--- src/rtl/elastic_pipeline_register.sv ---
// Elastic valid/ready pipeline register chain with bubble collapsing, per-stage flush and occupancy.
// Optional one-entry output skid buffer enabled by defining ELASTIC_PIPE_SKID_BUFFER_EN.
module elastic_pipeline_register #(
  parameter  int DATA_W = 32,
  parameter  int STAGES = 2,
  localparam int OCC_W  = $clog2(STAGES + 2)
) (
  input  logic              clk,
  input  logic              reset,
  input  logic              in_valid_i,
  output logic              in_ready_o,
  input  logic [DATA_W-1:0] in_data_i,
  output logic              out_valid_o,
  input  logic              out_ready_i,
  output logic [DATA_W-1:0] out_data_o,
  input  logic [STAGES-1:0] flush_i,
  output logic [OCC_W-1:0]  occupancy_o
);

  logic [STAGES-1:0] valid_q, valid_d;
  logic [DATA_W-1:0] data_q [STAGES];
  logic [DATA_W-1:0] data_d [STAGES];
  logic [STAGES:0]   rdy;
  logic              head_rdy;

`ifdef ELASTIC_PIPE_SKID_BUFFER_EN
  logic              skid_full_q, skid_full_d;
  logic [DATA_W-1:0] skid_data_q, skid_data_d;

  // The head drains into the skid, which breaks the out_ready_i -> in_ready_o path.
  assign head_rdy    = !skid_full_q;
  assign out_valid_o = skid_full_q | valid_q[STAGES-1];
  assign out_data_o  = skid_full_q ? skid_data_q : data_q[STAGES-1];

  always_comb begin
    skid_full_d = skid_full_q;
    skid_data_d = skid_data_q;
    if (skid_full_q) begin
      if (out_ready_i || flush_i[STAGES-1]) skid_full_d = 1'b0;
    end else if (valid_q[STAGES-1] && !out_ready_i) begin
      skid_full_d = 1'b1;
      skid_data_d = data_q[STAGES-1];
    end
  end

  always_ff @(posedge clk or negedge reset) begin
    if (!reset) begin
      skid_full_q <= 1'b0;
      skid_data_q <= '0;
    end else begin
      skid_full_q <= skid_full_d;
      skid_data_q <= skid_data_d;
    end
  end
`else
  assign head_rdy    = out_ready_i;
  assign out_valid_o = valid_q[STAGES-1];
  assign out_data_o  = data_q[STAGES-1];
`endif

  // Ready ripples back from the head; an empty stage is always ready (bubble collapsing).
  always_comb begin
    logic r;
    r           = head_rdy;
    rdy         = '0;
    rdy[STAGES] = r;
    for (int k = STAGES - 1; k >= 0; k--) begin
      r      = !valid_q[k] | r;
      rdy[k] = r;
    end
  end

  assign in_ready_o = rdy[0];

  // NOTE: every always_comb output gets a default first so no path leaves it unassigned (no latch).
  always_comb begin
    logic [STAGES-1:0] src_valid;
    logic [DATA_W-1:0] src_data [STAGES];
    src_valid[0] = in_valid_i;
    src_data[0]  = in_data_i;
    for (int k = 1; k < STAGES; k++) begin
      src_valid[k] = valid_q[k-1];
      src_data[k]  = data_q[k-1];
    end
    valid_d = valid_q;
    for (int k = 0; k < STAGES; k++) data_d[k] = data_q[k];
    for (int k = 0; k < STAGES; k++) begin
      if (rdy[k]) begin
        valid_d[k] = src_valid[k] & ~flush_i[k];
        if (src_valid[k]) data_d[k] = src_data[k];
      end
    end
  end

  // NOTE: sequential state uses non-blocking assignments so all stages update from pre-edge values.
  always_ff @(posedge clk or negedge reset) begin
    if (!reset) begin
      valid_q <= '0;
      // NOTE: payload registers are reset too because out_data_o must read zero while in reset.
      for (int k = 0; k < STAGES; k++) data_q[k] <= '0;
    end else begin
      valid_q <= valid_d;
      for (int k = 0; k < STAGES; k++) data_q[k] <= data_d[k];
    end
  end

  always_comb begin
    occupancy_o = '0;
    for (int k = 0; k < STAGES; k++) occupancy_o = occupancy_o + OCC_W'(valid_q[k]);
`ifdef ELASTIC_PIPE_SKID_BUFFER_EN
    occupancy_o = occupancy_o + OCC_W'(skid_full_q);
`endif
  end

endmodule

--- config.mk ---
export PLATFORM = sky130hd
export DESIGN_NAME = elastic_pipeline_register
export DESIGN_NICKNAME = d
export VERILOG_FILES = /design/src/rtl/elastic_pipeline_register.sv
export SDC_FILE = /design/constraint.sdc
export NUM_CORES = 1
export LEC_CHECK = 0
export ABC_AREA = 1
export BUFFER_PORTS_ARGS = -buffer_cell sky130_fd_sc_hd__buf_2
export CAP_MARGIN = 20
export CORE_MARGIN = 1
export CORE_UTILIZATION = 40
export CTS_BUF_LIST = sky130_fd_sc_hd__clkbuf_8
export CTS_CLUSTER_DIAMETER = 30
export DETAILED_ROUTE_END_ITERATION = 10
export GPL_TIMING_DRIVEN = 0
export PLACE_DENSITY_LB_ADDON = 0.1
export SYNTH_ARGS = -nofsm -noshare
export SYNTH_HDL_FRONTEND = slang
export SYNTH_SLANG_ARGS = --single-unit
--- constraint.sdc ---
create_clock -name clk -period 2.6 [get_ports clk]
set_clock_uncertainty 0.2 [all_clocks]
set_input_delay 0 -clock clk [delete_from_list [all_inputs] [get_ports clk]]
set_output_delay 0 -clock clk [all_outputs]
set_load 0.03 [all_outputs]
; Word-level counts from Yosys, hierarchy flattened
; Index checks and enable logic that the tools add are counted.
[totals]
reg_bits = 66
input_bits = 38
wordCells = 15
[classes]
addsub = 1
bitwise_logic = 6
n_reduce_logical = 4
[op_table]
columns = operator, n
row1 = AND reduction 2 bit, 2
row2 = adder 1 x 1 -> 2 bit, 1
row3 = AND 1 bit, 2
row4 = zero test 1 bit, 2
row5 = NOT 1 bit, 2
row6 = bitwise OR 1 bit, 2

; Longest topological paths before layout
[logic_depth]
ltp_word = 4
mapped_depth = 6
ltp_nobuf = 5

; Worst setup path after synthesis
; Ideal clock, no wire load.
[synth_timing]
path_kind = register to register
startpoint = register valid_q[1]
endpoint = register valid_q[0]
setup_time_ns = 0.140
t_arrival_ns = 1.066
required_time_ns = 2.260
path_slack_ns = 1.194
path_stages_with_launch = 4
path_cell_list = dfrtp_1 > nand3_4 > buf_2 > o21ai_0
[synth_via]
elab_chain_cells = 3
[synth_rtl]
columns = element, line
row1 = start: declaration, 20  ; logic [STAGES-1:0] valid_q, valid_d;
row2 = start signal: assignment, 102  ; valid_q <= valid_d;
row3 = zero test 1 bit, 68  ; r = !valid_q[k] | r;
row4 = bitwise OR 1 bit (2 in series), 68
row5 = named net in_ready_o, 11  ; output logic in_ready_o,
; The timed path passes the listed nets, and every way through them passes these cells.
; A chain may end at the register's enable or synchronous reset.

; Worst setup path after layout
[layout_timing]
startpoint = register valid_q[0]
endpoint = register data_q[46] in the netlist's numbering
[layout_via]
elab_chain_cells = 3
[layout_rtl]
columns = element, line
row1 = zero test 1 bit, 68
row2 = bitwise OR 1 bit, 68
row3 = AND reduction 2 bit (no source line), -
row4 = end: declaration, 21  ; logic [DATA_W-1:0] data_q [STAGES];
; No other way between the ends.

==> results_dict.tcl <==
set metrics [dict create \
    status "complete, no violations" \
    clock-root-buffer "clkbuf_8" \
    p_per_area_nw_per_um2 717.1 \
    drtIter0Drc 127 \
    clk_latency_ns 0.34 \
    crit_path_start_kind "register" \
    grt-busiest-layer "met2" \
    crit_path_end "data_q[46]" \
    cts.path.max_buffers 2 \
    relSlewSlack 0.4485 \
    num_vias 2422 \
    fin_crit_ns 2.180 \
    die-area_um2 7519 \
    arrival_ns 2.20 \
    final_max_slew_viol_count 0 \
    drive_above_1_share 0.3029 \
    fin_cells 545 \
    worst_pin_slew_ns 0.8273 \
    via_per_inst 4.444 \
    grtUsageTotal 0.1851 \
    r2r-start "valid_q[0]" \
    netlist_top_cells_area "dfrtp_1 (58%), nand2_1 (17%), nand3_1 (11%), buf_4 (10%), buf_2 (1.2%)" \
    gr-usage-met1 0.2566 \
    htree_num_levels 3 \
    drc 0 \
    hold_depth 5 \
    cts_tree "built" \
    cp_max_fo 8 \
    clk_pin_slew_ns 0.07 \
    dp_hpwl_um 4077 \
    antenna_found_initial 0 \
    start_util 0.4179 \
    area_delta_synth_final_pct 38.06 \
    final_common_cell "nand2_1" \
    dp.cells 488 \
    hold_viol_final 0 \
    end_kind "register" \
    core-area_um2 6869 \
    syn-num-nets 359 \
    syn-instance-count 320 \
    p_leak_nw 2.200 \
    antenna_cells 0 \
    use_met3 0.04000 \
    chipHeight_um 86.71 \
    ant_nets 0 \
    grt_pass1_vias 2217 \
    synth-seq-cells 66 \
    grt_pass1_wl_um 10420 \
    hold_ws_ns 0.01101 \
    r2r_slack_ns 0.42 \
    worstSetupPathType "register to register" \
    maxCapViolations 0 \
    hold_class "input port to register" \
    gp_congestion 0.7275 \
    synth_top_area_share 0.5754 \
    tns_ns 0 \
    wl_um 6392 \
    mostFrequentLayoutCells "nand2_1 (129), buf_2 (78), dfrtp_1 (66), nand3_1 (64), dlygate4sd3_1 (42)" \
    fmax_ghz 0.4588 \
    required_ns 2.63 \
    hold_buffers 42 \
    cts_resized 0 \
    io_pins 74 \
    reg2regPathDepth 6 \
    timing.final.crit_share 0.8384 \
    yosys.area.top_type "dfrtp_1" \
    detail_route.first_pass.iterations 4 \
    grt_use_met2 0.2799 \
    yosysWarnings 0 \
    postCtsSetupBuffers 0 \
    die_w_um 86.71 \
    avgSynthCellArea_um2 8.970 \
    nets 484 \
    reg2reg_to "data_q[46]" \
    synth_cell_type_count 12 \
    gr-total-overflow 0 \
    vdd_ir_drop_max_uv 426.2 \
    setup_violations 0 \
    crit_start "valid_q[0]" \
    synth-seq-area-share 0.5754 \
    cts_made_buffers 9 \
    clock-sinks 66 \
    rsz0062_at_grt "false" \
    syn_area_um2 2870 \
    portBuffers 72 \
    wl_per_cell_um 11.73 \
    placementRows 30 \
    grt_start_max_net_pins 67 \
]
[logic make-up after synthesis]
kind of cell	synth area share
and+or+nand+nor	0.2908
DFF	0.5754
buffers and inverters	0.1260
AOI/OAI and AO/OA	0.003487
adders and majority gates	0.004359
[state kept, by name, indices dropped and copies added, names as in the netlist]
signal and flops:
out_data_o 32, valid_q 2, data_q 32
[critical path: stages (launching register included)]
cell	delay (ns)
dfrtp_1	0.35
buf_4	0.17
nand3_4	0.13
nand3_1	0.09
dlygate4sd3_1	0.54
nand2_1	0.05
dlygate4sd3_1	0.54
[synth_stat cells]
master and count:
buf_4 39, dfrtp_1 66, nand2_1 129, buf_2 7, nand3_4 1, buf_1 2
nand2_2 2, o21ai_0 2, inv_1 3, clkbuf_1 4, ha_1 1, nand3_1 64
[layout make-up]
type                       count  area (µm²)
sequential                    66        1652
clock buffer                  13       178.9
timing repair buffer         114       783.3
buffer                        52       350.3
inverter                       3       11.26
fill                         662        2907
tap                           96       120.1
multi-input combinational    199       857.1
clock inverter                 2       10.01
[routing by layer]
| layer | part of all wire | routed length [µm] |
|---|---|---|
| met5 | 0 | 0 |
| met4 | 0.019 | 123 |
| met3 | 0.046 | 297 |
| met2 | 0.45 | 2864 |
| met1 | 0.49 | 3108 |
[worst min-delay path by stage]
stage,startpoint,to,slack [ns]
floorplan,reset,data_q[32],-0.50
global placement,flush_i[0],valid_q[0],0.01
detailed placement,reset,out_data_o[26],-0.04
CTS,out_ready_i,out_data_o[0],0.003
global route,out_ready_i,out_data_o[31],0.06
finish,out_ready_i,out_data_o[0],0.01
[power breakdown]
part	switching, mW	internal (mW)
clock network	0.371	0.442
registers	0.0806	1.18
logic	0.439	0.331
[metrics by stage]
stage / utilization / area, µm² / total power [mW] / worst slack [ns]
after global routing: 0.5769 / 3963 / 3.000 / 0.3263
after floorplan: - / 2870 / 1.804 / 1.194
after detailed placement: 0.4882 / 3353 / 2.005 / 1.157
after CTS: 0.5769 / 3963 / 2.872 / 0.4110
after global placement: 0.4878 / 3351 / 1.995 / 1.001
final: 0.5769 / 3963 / 2.841 / 0.4202
No activity file was read; power rests on OpenSTA's default activity.
